--- config.mk ---
export PLATFORM = sky130hd
export DESIGN_NAME = subbytes_sched
export DESIGN_NICKNAME = d
export VERILOG_FILES = /design/src/rtl/aes_pkg.sv /design/src/rtl/sbox_word.sv /design/src/rtl/subbytes_sched.sv
export SDC_FILE = /design/constraint.sdc
export NUM_CORES = 1
export LEC_CHECK = 0
export ABC_AREA = 1
export ABC_CLOCK_PERIOD_IN_PS = 4650
export CAP_MARGIN = 40
export CORE_UTILIZATION = 35
export DETAILED_ROUTE_END_ITERATION = 10
export GPL_TIMING_DRIVEN = 0
export PLACE_DENSITY = 0.58
export SETUP_SLACK_MARGIN = 0.15
export SYNTH_ARGS = -nofsm -noshare
export SYNTH_HDL_FRONTEND = slang
export SYNTH_HIERARCHICAL = 1
export SYNTH_SLANG_ARGS = --single-unit
--- constraint.sdc ---
create_clock -name clk -period 4.65 [get_ports clk]
set_input_delay 1.395 -clock clk [delete_from_list [all_inputs] [get_ports clk]]
set_output_delay 1.395 -clock clk [all_outputs]
set_load 0.02 [all_outputs]
--- src/rtl/aes_pkg.sv ---
// Shared types and widths for the SubBytes scheduler: FSM states, grant owner and data widths.
package aes_pkg;

  localparam int STATE_W = 128;
  localparam int WORD_W  = 32;

  typedef enum logic [1:0] {
    S_IDLE  = 2'd0,
    S_ROUND = 2'd1,
    S_KEY   = 2'd2
  } state_e;

  typedef enum logic {
    G_ROUND = 1'b0,
    G_KEY   = 1'b1
  } grant_e;

endpackage

--- src/rtl/sbox_word.sv ---
// One 32-bit SubBytes lane: four parallel AES forward S-box lookups, purely combinational.
module sbox_word
  import aes_pkg::*;
(
  input  logic [WORD_W-1:0] word_in,
  output logic [WORD_W-1:0] word_out
);

  localparam logic [7:0] SBOX [256] = '{
    8'h63, 8'h7c, 8'h77, 8'h7b, 8'hf2, 8'h6b, 8'h6f, 8'hc5, 8'h30, 8'h01, 8'h67, 8'h2b, 8'hfe, 8'hd7, 8'hab, 8'h76,
    8'hca, 8'h82, 8'hc9, 8'h7d, 8'hfa, 8'h59, 8'h47, 8'hf0, 8'had, 8'hd4, 8'ha2, 8'haf, 8'h9c, 8'ha4, 8'h72, 8'hc0,
    8'hb7, 8'hfd, 8'h93, 8'h26, 8'h36, 8'h3f, 8'hf7, 8'hcc, 8'h34, 8'ha5, 8'he5, 8'hf1, 8'h71, 8'hd8, 8'h31, 8'h15,
    8'h04, 8'hc7, 8'h23, 8'hc3, 8'h18, 8'h96, 8'h05, 8'h9a, 8'h07, 8'h12, 8'h80, 8'he2, 8'heb, 8'h27, 8'hb2, 8'h75,
    8'h09, 8'h83, 8'h2c, 8'h1a, 8'h1b, 8'h6e, 8'h5a, 8'ha0, 8'h52, 8'h3b, 8'hd6, 8'hb3, 8'h29, 8'he3, 8'h2f, 8'h84,
    8'h53, 8'hd1, 8'h00, 8'hed, 8'h20, 8'hfc, 8'hb1, 8'h5b, 8'h6a, 8'hcb, 8'hbe, 8'h39, 8'h4a, 8'h4c, 8'h58, 8'hcf,
    8'hd0, 8'hef, 8'haa, 8'hfb, 8'h43, 8'h4d, 8'h33, 8'h85, 8'h45, 8'hf9, 8'h02, 8'h7f, 8'h50, 8'h3c, 8'h9f, 8'ha8,
    8'h51, 8'ha3, 8'h40, 8'h8f, 8'h92, 8'h9d, 8'h38, 8'hf5, 8'hbc, 8'hb6, 8'hda, 8'h21, 8'h10, 8'hff, 8'hf3, 8'hd2,
    8'hcd, 8'h0c, 8'h13, 8'hec, 8'h5f, 8'h97, 8'h44, 8'h17, 8'hc4, 8'ha7, 8'h7e, 8'h3d, 8'h64, 8'h5d, 8'h19, 8'h73,
    8'h60, 8'h81, 8'h4f, 8'hdc, 8'h22, 8'h2a, 8'h90, 8'h88, 8'h46, 8'hee, 8'hb8, 8'h14, 8'hde, 8'h5e, 8'h0b, 8'hdb,
    8'he0, 8'h32, 8'h3a, 8'h0a, 8'h49, 8'h06, 8'h24, 8'h5c, 8'hc2, 8'hd3, 8'hac, 8'h62, 8'h91, 8'h95, 8'he4, 8'h79,
    8'he7, 8'hc8, 8'h37, 8'h6d, 8'h8d, 8'hd5, 8'h4e, 8'ha9, 8'h6c, 8'h56, 8'hf4, 8'hea, 8'h65, 8'h7a, 8'hae, 8'h08,
    8'hba, 8'h78, 8'h25, 8'h2e, 8'h1c, 8'ha6, 8'hb4, 8'hc6, 8'he8, 8'hdd, 8'h74, 8'h1f, 8'h4b, 8'hbd, 8'h8b, 8'h8a,
    8'h70, 8'h3e, 8'hb5, 8'h66, 8'h48, 8'h03, 8'hf6, 8'h0e, 8'h61, 8'h35, 8'h57, 8'hb9, 8'h86, 8'hc1, 8'h1d, 8'h9e,
    8'he1, 8'hf8, 8'h98, 8'h11, 8'h69, 8'hd9, 8'h8e, 8'h94, 8'h9b, 8'h1e, 8'h87, 8'he9, 8'hce, 8'h55, 8'h28, 8'hdf,
    8'h8c, 8'ha1, 8'h89, 8'h0d, 8'hbf, 8'he6, 8'h42, 8'h68, 8'h41, 8'h99, 8'h2d, 8'h0f, 8'hb0, 8'h54, 8'hbb, 8'h16
  };

  for (genvar i = 0; i < 4; i++) begin : g_byte
    assign word_out[8*i +: 8] = SBOX[word_in[8*i +: 8]];
  end

endmodule

--- src/rtl/subbytes_sched.sv ---
// Time-shares one 32-bit S-box lane between a 4-cycle round SubBytes and a 1-cycle key SubWord.
module subbytes_sched
  import aes_pkg::*;
#(
  parameter int FAIR = 1
) (
  input  logic               clk,
  input  logic               rst_n,
  input  logic [STATE_W-1:0] st_in,
  input  logic               st_valid,
  output logic               st_ready,
  output logic [STATE_W-1:0] st_out,
  output logic               st_out_valid,
  input  logic [WORD_W-1:0]  kw_in,
  input  logic               kw_valid,
  output logic               kw_ready,
  output logic [WORD_W-1:0]  kw_out,
  output logic               kw_out_valid,
  output logic               busy,
  output logic [1:0]         dbg_state
);

  state_e             state;
  grant_e             last_grant;
  logic [1:0]         wc;
  logic [STATE_W-1:0] st_cap;
  logic [WORD_W-1:0]  kw_cap;
  logic [WORD_W-1:0]  lane_in;
  logic [WORD_W-1:0]  lane_out;
  logic               idle;
  logic               fair_on;

  assign fair_on   = (FAIR != 0);
  assign idle      = (state == S_IDLE);
  assign busy      = ~idle;
  assign dbg_state = state;

  // A request transfers on a rising edge where valid and ready are both high; ready is only
  // offered in IDLE, and on contention exactly one side sees ready (round-robin or key-first).
  assign st_ready = idle & (~kw_valid | (fair_on & (last_grant == G_KEY)));
  assign kw_ready = idle & (~st_valid | ~fair_on | (last_grant == G_ROUND));

  always_comb begin
    lane_in = kw_cap;
    if (state == S_ROUND) begin
      case (wc)
        2'd0: lane_in = st_cap[127:96];
        2'd1: lane_in = st_cap[95:64];
        2'd2: lane_in = st_cap[63:32];
        2'd3: lane_in = st_cap[31:0];
      endcase
    end
  end

  sbox_word u_lane (
    .word_in  (lane_in),
    .word_out (lane_out)
  );

  always_ff @(posedge clk or negedge rst_n) begin
    if (!rst_n) begin
      state        <= S_IDLE;
      last_grant   <= G_ROUND;
      wc           <= 2'd0;
      st_cap       <= '0;
      kw_cap       <= '0;
      st_out       <= '0;
      kw_out       <= '0;
      st_out_valid <= 1'b0;
      kw_out_valid <= 1'b0;
    end else begin
      st_out_valid <= 1'b0;
      kw_out_valid <= 1'b0;
      case (state)
        S_IDLE: begin
          if (st_valid && st_ready) begin
            st_cap     <= st_in;
            wc         <= 2'd0;
            state      <= S_ROUND;
            last_grant <= G_ROUND;
          end else if (kw_valid && kw_ready) begin
            kw_cap     <= kw_in;
            state      <= S_KEY;
            last_grant <= G_KEY;
          end
        end
        S_ROUND: begin
          // Only the word selected by wc is rewritten; the rest of st_out holds.
          case (wc)
            2'd0: st_out[127:96] <= lane_out;
            2'd1: st_out[95:64]  <= lane_out;
            2'd2: st_out[63:32]  <= lane_out;
            2'd3: st_out[31:0]   <= lane_out;
          endcase
          wc <= wc + 2'd1;
          if (wc == 2'd3) begin
            state        <= S_IDLE;
            st_out_valid <= 1'b1;
          end
        end
        S_KEY: begin
          kw_out       <= lane_out;
          kw_out_valid <= 1'b1;
          state        <= S_IDLE;
        end
        default: state <= S_IDLE;
      endcase
    end
  end

endmodule
[Yosys cells after proc, flatten, opt, wreduce, memory -nomap -nowiden]
Memories as Yosys holds them, arrays and structs flattened.
Cells that the tools add are included.
Storage, ports and cells
  memories: 4
  memory bits (read-only): 8192
  register bits: 327
  word-level logic and storage cells: 78
Operators by class
  add/sub/neg operators: 1
  order comparisons: 4
  reductions and logical operators: 15
  bitwise operators: 13
  equality and inequality tests: 8
  muxes and demuxes: 21
Memories
  (no name shown): words 256, bits a word 8, read ports 1, clocked after memory_dff 0, write ports 0, RTL line sbox_word.sv:29  | assign word_out[8*i +: 8] = SBOX[word_in[8*i +: 8]];
  (no name shown): words 256, bits a word 8, read ports 1, clocked after memory_dff 0, write ports 0, RTL line sbox_word.sv:29
  (no name shown): words 256, bits a word 8, read ports 1, clocked after memory_dff 0, write ports 0, RTL line sbox_word.sv:29
  (no name shown): words 256, bits a word 8, read ports 1, clocked after memory_dff 0, write ports 0, RTL line sbox_word.sv:29
Operators by type and width (number)
  $pmux 32 s4: 1
  $mux 8: 8
  $ge 9x9->1 const B: 4
  $not 8->9: 4
  $mux 32: 1
  $reduce_and 2->1: 8
  $mux 2: 4
  $pmux 2 s2: 2
  $eq 2x2->1 const B: 3
  $mux 1: 5
  $not 1->1: 5
  $eq 2x1->1 const B: 2
  $logic_not 2->1: 2
  $ne 2x1->1 const B: 2
  $reduce_bool 2->1: 2
  $ne 3x1->1 const B: 1
  $reduce_and 3->1: 1
  $add 2x1->2 const B: 1
  $and 1x1->1: 2
  $logic_and 1x1->1: 2
  $or 1x1->1: 2

[Logic depth before layout (Yosys ltp)]
Gate-level depths: netlist of run 1.
  word-level depth: 7
  mapped depth: 27
  gate-level depth less buffers: 24

[Hierarchy]
The synthesis of run 1 kept the hierarchy.
By module, submodules not included
  subbytes_sched: area each 13751.9 µm², cells an instance 1640, times used 1
  sbox_word: area each 11538.6 µm², cells an instance 2510, times used 1

[Least setup slack after synthesis of run 1]
Ideal clock, no wire load.
  path type: reg2reg
  start point: reg wc[0]
  end point: reg st_out[105]
  setup time: 131 ps
  period minus slack after synthesis: 3333 ps
  stages on the path, launching flop included: 24
  arrival: 3202 ps
  path slack: 1317 ps
  required time: 4519 ps
  cells stage by stage: dfrtp_1 -> inv_1 -> ha_1 -> buf_2 -> clkbuf_1 -> a21oi_1 -> nand2_1 -> nand3_1 -> nand2_1 -> inv_1 -> ha_1 -> inv_1 -> nand2_1 -> nand2_1 -> inv_1 -> nand2_1 -> nand3_1 -> nand2_1 -> nand2_1 -> nand3_1 -> nand3_1 -> nand2_1 -> inv_1 -> o21ai_0
On the way
  longest elaborated chain between the ends: 7
  elaborated cells on any way between the ends: 11
RTL lines
  start, declared: RTL line subbytes_sched.sv:25  | logic [1:0] wc;
  start signal, assigned: RTL line subbytes_sched.sv:95  | wc <= wc + 2'd1;
  $eq 2x2->1, or another cell as far along: RTL line subbytes_sched.sv:46  | case (wc)
  $pmux 32 s4 (*): RTL line subbytes_sched.sv:46
  $mux 32 (*): RTL line subbytes_sched.sv:45  | if (state == S_ROUND) begin
  net lane_in[9]: RTL line subbytes_sched.sv:28  | logic [WORD_W-1:0] lane_in;
  $not 8->9 (not written as such) (*): RTL line sbox_word.sv:29
  $mem_v2 256x8 (*)
  $mux 8 (not written as such) (*) (2 in series): RTL line sbox_word.sv:29
  net lane_out[9]: RTL line subbytes_sched.sv:29  | logic [WORD_W-1:0] lane_out;
  end signal, assigned: RTL line subbytes_sched.sv:90  | 2'd0: st_out[127:96] <= lane_out;
  end, declared: RTL line subbytes_sched.sv:12  | output logic [STATE_W-1:0] st_out,
The timed path passes the listed nets; every way through them passes the cells marked *. The select of a mux whose other input is x is not followed.
A chain may end at the register's enable or synchronous reset.

[Final worst setup path of run 1]
  start point: reg wc[0]
  end point: reg st_out[29]
Same word-level chain as after synthesis.

==> flow_summary.json, run 1 <==
{
  "outcome": "completed",
  "ys.flop_type": "dfrtp_1",
  "synth.most_common_cell": "nand2_1",
  "synthArstFlopShare_pct": 100,
  "yosys_warnings": 6,
  "whs_ps": 480,
  "hold_viol": 0,
  "yosysSeqAreaShare_pct": 32.4,
  "synth_cell_type_count": 36,
  "ant_nets": 0,
  "worstSetupPathType": "register to register",
  "netlist_top_cells_count": "nand2_1 (1,566), nand3_1 (752), inv_1 (358), dfrtp_1 (327), o21ai_0 (220)",
  "rsz0062_at_grt": "yes",
  "die_x_microns": 271,
  "required_ps": 5080,
  "grt_first_pass_wirelength_microns": 211000,
  "drt_iter0_drc": 4775,
  "syn_area_per_cell_sq_um": 6.09,
  "slowest_stage": "o21ai_0",
  "grt_usage_pct": 38.7,
  "hold_buffers": 0,
  "numCtsBuffers": 40,
  "cts.htree.levels": 2,
  "skew_ps": 31.4,
  "crit_fanout": 13,
  "layout.area.seq_sq_mm": 0.00818,
  "syn_to_final_growth_pct": 24.9,
  "rows": 98,
  "maxSlewViolCount": 0,
  "setup_viol_count_final": 0,
  "grt_pass1_vias": 31395,
  "totalWireLength_microns": 144000,
  "dieHeight_microns": 271,
  "post-synth-top-area-cell": "dfrtp_1",
  "post_drt_wl_per_cell_microns": 26.1,
  "drc": 0,
  "holdCritPathClass": "register to register",
  "tns_ps": 0,
  "drive_gt1_share_pct": 7.26,
  "nets": 4773,
  "drtPass1Iterations": 10,
  "antenna_found_initial": 5,
  "multiInputGateArea_sq_mm": 0.0146,
  "period_share_pct": 93.4,
  "cp_common_cell": "nand2_1",
  "synth_xor_area_share_pct": 0,
  "clock-sinks": 327,
  "io_buffers": 330,
  "synth_top_family_by_area": "simple AND/OR/NAND/NOR gates",
  "netlist.area_leader.share_pct": 32.4,
  "dp_hpwl_microns": 109000,
  "io_pins": 331,
  "place_congestion": 1.16,
  "netlist_instances": 4150,
  "nFillCells": 7747,
  "period_needed_ps": 4340,
  "fp.dieArea_sq_mm": 0.0733,
  "worst_pin_slew_ps": 1020,
  "cts_tree": "built",
  "critical_path_arrival_ps": 4770,
  "cp-start-kind": "register",
  "max-slew-margin-rel_pct": 31.7,
  "vias": 32254,
  "synth_fp_nets": 4379,
  "slowest_delay_ps": 440,
  "start_util_pct": 35.4,
  "insertion_delay_ps": 600,
  "synth_edf_count": 0,
  "synth.area.mux_share_pct": 0,
  "synth_adder_area_share_pct": 3.22,
  "cts_max_path_buffers": 3,
  "grt_overflow": 0,
  "synth_area_leaders": "dfrtp_1 (32%), nand2_1 (23%), nand3_1 (15%)",
  "via_per_inst": 5.84,
  "synth-seq-cells": 327,
  "grt_start_max_net_pins": 100,
  "clk_pin_slew_ps": 60,
  "synth_compound_area_share_pct": 10.8,
  "core_region_area_sq_mm": 0.0715,
  "crit_path_end_kind": "register",
  "root_buffer": "clkbuf_16",
  "cap_violations": 0,
  "synth_area_sq_mm": 0.0253,
  "yosys.area_share.simple_pct": 43.0,
  "fmaxAchievable_mhz": 230,
  "worstPathCellList": "inv_1 -> ha_1 -> buf_2 -> buf_2 -> nand2_1 -> nand2_1 -> inv_1 -> nand2_1 -> nand3_1 -> nand2_2 -> clkinvlp_4 -> buf_4 -> ha_1 -> nand2_1 -> inv_1 -> o21ai_0 -> nand2_1 -> a21oi_1 -> nand3_1 -> nand3_1 -> nand2_1 -> inv_2 -> o21ai_0"
}
## cell families after synthesis
family / count (synthesis)
DFF: 327
and+or+nand+nor: 2588
buffers and inverters: 640
AOI/OAI and AO/OA: 530
adders and majority gates: 65
## worst paths after layout
kind | from | end | slack, ps | depth (start not counted)
worst max-delay path | wc[0] | st_out[29] | 310 | 23
worst min-delay path | kw_cap[31] | kw_cap[31] | 480 | 2
worst max register to register | wc[0] | st_out[29] | 310 | 23
worst min register to register | kw_cap[31] | kw_cap[31] | 480 | 2
max in group asynchronous | rst_n | st_out[5] | 2610 | 3
min in group asynchronous | rst_n | st_cap[75] | 720 | 1
## critical path: cells and delay by family (launching register included)
family                     cells  cell delay, ps
AOI/OAI and AO/OA              3             700
adders and majority gates      2             400
buffers and inverters          8            1410
DFF                            1             420
and+or+nand+nor               10            1210
## repair_timing
item / 4_1_cts / 5_1_grt
pin swaps: 0 / 1
setup endpoints to repair: 150 / 154
buffers inserted: 11 / 6
resized for setup: 29 / 48
## sequential cells by signal, indices dropped and copies added (netlist names)
signal        cells
wc                2
kw_out_valid      1
st_out          128
last_grant        1
dbg_state         2
kw_out           32
st_out_valid      1
kw_cap           32
st_cap          128
## layout make-up
cell class | count | area share (%)
diodes | 2 | 0.0158
plain buffers | 261 | 4.07
clock buffers | 59 | 3.62
clock inverters | 13 | 0.765
inverters | 379 | 4.60
multi-input cells | 3183 | 46.1
flip-flops and latches | 327 | 25.9
well taps | 950 | 3.76
repair buffers | 352 | 11.2
## metrics by stage
stage | utilization (%) | area (sq um) | setup WS (ps) | std cells
floorplan | - | 25300 | 1320 | 4150
global placement | 41.7 | 29800 | -12740 | 5430
detailed placement | 41.8 | 29900 | -550 | 5434
CTS | 43.9 | 31400 | 145 | 5517
global route | 44.2 | 31600 | 90.2 | 5525
finish | 44.2 | 31600 | 307 | 5526
## metal layers
layer | up-vias | part of all wire [%] | GRT usage [%]
met5 | - | 0.025 | 0
met4 | 6 | 6.7 | 20.4
met3 | 684 | 12 | 10.5
met2 | 2488 | 43 | 60.1
met1 | 14904 | 38 | 48.7
li1 | 14172 | - | -
## placed cells by master, fill, tap and decap left out, drive strengths merged, types with 35 or more instances in the layout
master	netlist	final
o21ai	386	386
nand3	754	754
inv	369	363
nand4	35	35
nand2	1579	1579
dfrtp	327	327
nor2	203	203
clkdlybuf4s50	0	329
a21oi	104	104
ha	65	65
buf	189	205
clkbuf	72	138
Power of run 1 is left out: the tool's default activity adds up to more than one toggle a clock period on the data nets, which glitch-free logic cannot reach.
==> run 2: changes to the inputs <==
Settings changed: ABC_AREA 1 to 0, CORE_MARGIN from default to 4, CTS_CLUSTER_DIAMETER from default to 30, PLACE_DENSITY 0.58 to 0.57.
==> run 2 against run 1 <==
  * Maximum frequency decreased by 3.5%
  * Count of clock-buffer cells in the layout increased by 40
  * Design area up 20%
  * Sequential cell count did not move
  * Synthesized cell count shrank 26%
  * Critical path depth is 8 lower
  * Non-clock buffer count increased by 144
  * Global-route usage is 0.92 points lower
  * Clock skew fell by 1.6 ps
  * Setup slack worse by 160 ps
  * Sequential share of layout area down 4.4 points
  * Critical path type unchanged
==> flow_summary.json, run 2 <==
{
  "use_met1_pct": 48.7,
  "fp.dieArea_sq_mm": 0.0847,
  "io_pins": 331,
  "top_usage_layer": "met2",
  "antenna_found_initial": 13,
  "nets": 3807,
  "max-slew-margin-rel_pct": 26.9,
  "slowest_stage": "clkbuf_1",
  "cts.htree.levels": 3,
  "fin_ws_ps": 150,
  "grt_start_max_net_pins": 113,
  "outcome": "completed",
  "netlist_instances": 3082,
  "holdCritPathClass": "register to register",
  "vias": 31327,
  "fin_util_pct": 48.0,
  "dp_hpwl_microns": 123000,
  "drive_gt1_share_pct": 29.5,
  "hold_viol": 0,
  "worstSetupPathType": "register to register",
  "post-place-ws_ps": -2040,
  "start_util_pct": 35.4,
  "grt_first_pass_wirelength_microns": 236000,
  "grt_pass1_vias": 31171,
  "reg_top3": "st_cap (128), st_out (128)",
  "setup_viol_count_final": 0,
  "synth-seq-cells": 327,
  "period_needed_ps": 4500,
  "timing.rr.start": "wc[0]",
  "final_common_cell": "clkdlybuf4s50_1",
  "skew_ps": 29.8,
  "post_drt_wl_per_cell_microns": 35.7,
  "post-synth-top-area-cell": "dfrtp_1",
  "ant_nets": 0,
  "layout_common_cells": "clkdlybuf4s50_1 (329), dfrtp_1 (327), a21oi_1 (213), mux2_4 (207), o21ai_0 (203)",
  "via_per_inst": 6.67,
  "use_met3_pct": 12.0,
  "crit_fanout": 10,
  "clk_pin_slew_ps": 50,
  "synth_cell_type_count": 99,
  "netlist.area_leader.share_pct": 29.2,
  "root_buffer": "clkbuf_16",
  "worst_pin_slew_ps": 1100,
  "syn_to_final_growth_pct": 35.6,
  "cts_tree": "built",
  "drtPass1Iterations": 10,
  "totalWireLength_microns": 168000,
  "critical_path_arrival_ps": 5000,
  "drt_iter0_drc": 5147,
  "place_congestion": 1.06,
  "netlist_top_cells_count": "dfrtp_1 (327), a21oi_1 (224), o21ai_0 (208), mux2_4 (207), nor2_1 (169)",
  "syn_area_per_cell_sq_um": 9.10,
  "met2_usage_pct": 56.7,
  "hold_start": "kw_cap[15]",
  "cts_max_path_buffers": 3,
  "cp-start-kind": "register",
  "synth_fp_nets": 3311,
  "required_ps": 5150,
  "dieHeight_microns": 291,
  "synth_edf_count": 0,
  "numCtsBuffers": 81,
  "die_x_microns": 291,
  "cap_violations": 0,
  "yosys_warnings": 6,
  "ys.flop_type": "dfrtp_1",
  "drc": 0,
  "rsz0062_at_grt": "yes",
  "worstPathCellList": "ha_1 -> clkbuf_4 -> clkbuf_8 -> a22oi_1 -> a221oi_2 -> a21o_1 -> inv_1 -> clkbuf_2 -> clkbuf_1 -> o311ai_0 -> nand4_1 -> o21ai_1 -> nor3_1 -> a21oi_2 -> mux2_4",
  "clock-sinks": 327,
  "fmaxAchievable_mhz": 222,
  "io_buffers": 330,
  "slowest_delay_ps": 640,
  "yosysSeqAreaShare_pct": 29.2,
  "grt_usage_pct": 37.8,
  "synth.most_common_cell": "dfrtp_1",
  "synth_area_sq_mm": 0.0280,
  "grt_overflow": 0,
  "crit_path_end_kind": "register",
  "insertion_delay_ps": 640,
  "maxSlewViolCount": 0,
  "rows": 103,
  "synth_area_leaders": "dfrtp_1 (29%), mux2_4 (11%), mux2_2 (4.4%)",
  "synthArstFlopShare_pct": 100,
  "core_region_area_sq_mm": 0.0793,
  "period_share_pct": 96.8,
  "cp-startpoint": "wc[0]"
}
## run 2: changes by cell type after synthesis, moves of 49 or more
| cell | change |
|---|---|
| nor3_1 | +89 |
| a21o_1 | +49 |
| o21ai_1 | -147 |
| mux2_4 | +207 |
| nand2_1 | -1399 |
| mux2_2 | +109 |
| nand2b_1 | +79 |
| nand3_1 | -684 |
| nor2b_1 | +78 |
| clkbuf_1 | +57 |
| o311ai_0 | +50 |
| a221oi_1 | +54 |
| inv_1 | -292 |
| a21oi_1 | +121 |
## run 2: area by class of cell
| class | instances | area [sq um] |
|---|---|---|
| inverters | 73 | 305 |
| clock buffers | 99 | 2230 |
| multi-input cells | 2338 | 18800 |
| well taps | 1050 | 1310 |
| diodes | 6 | 15.0 |
| repair buffers | 413 | 4070 |
| fillers | 7678 | 41200 |
| clock inverters | 49 | 817 |
| flip-flops and latches | 327 | 8180 |
| plain buffers | 344 | 2250 |
## run 2: logic make-up after synthesis
logic type,synth area share [%]
AOI/OAI and AO/OA,25.3
and+or+nand+nor,14.9
buffers and inverters,7.37
muxes,20.1
DFF,29.2
adders and majority gates,2.90
xor gates and xnor gates,0.277
## run 2: repair_timing
| action | CTS | global route |
|---|---|---|
| hold endpoints to repair | 0 | 0 |
| resized for setup | 293 | 189 |
| hold buffers | 0 | 0 |
| endpoints found under the setup margin | 160 | 160 |
| pin swaps | 10 | 23 |
| buffers inserted | 39 | 15 |
## run 2: worst paths after layout
kind	to	slack [ps]	cells after the start
setup reg to reg	st_out[108]	150	15
max in group asynchronous	st_out[81]	2720	2
hold reg to reg	kw_cap[15]	480	1
min in group asynchronous	st_cap[61]	800	1
setup / recovery	st_out[108]	150	15
hold / removal	kw_cap[15]	480	1
## run 2: routing by layer
metal  part of all wire [%]  routed length [microns]  vias up
met1                     39                    65000    15265
met5                  0.054                       91        -
met4                    6.8                    11500        8
li1                       -                        -    12635
met3                     12                    20400      779
met2                     42                    70800     2640
## run 2: stage by stage
step | area, sq um | TNS, ps | hold WS, ps | cells
floorplan | 28000 | 0 | 459 | 3082
global placement | 32700 | -4315390 | 469 | 4462
detailed placement | 33000 | -226130 | 475 | 4490
CTS | 37300 | 0 | 486 | 4677
global route | 38000 | 0 | 504 | 4698
finish | 38000 | 0 | 484 | 4699
## run 2: critical path: cells and delay by family, from the launching register on
family,cells,cell delay [ps]
mux,1,320
fa+ha+maj,1,200
simple gates,2,570
compound gates,6,1290
flops,1,410
buf+inv,5,1570
Power of run 2 is left out for the same reason.
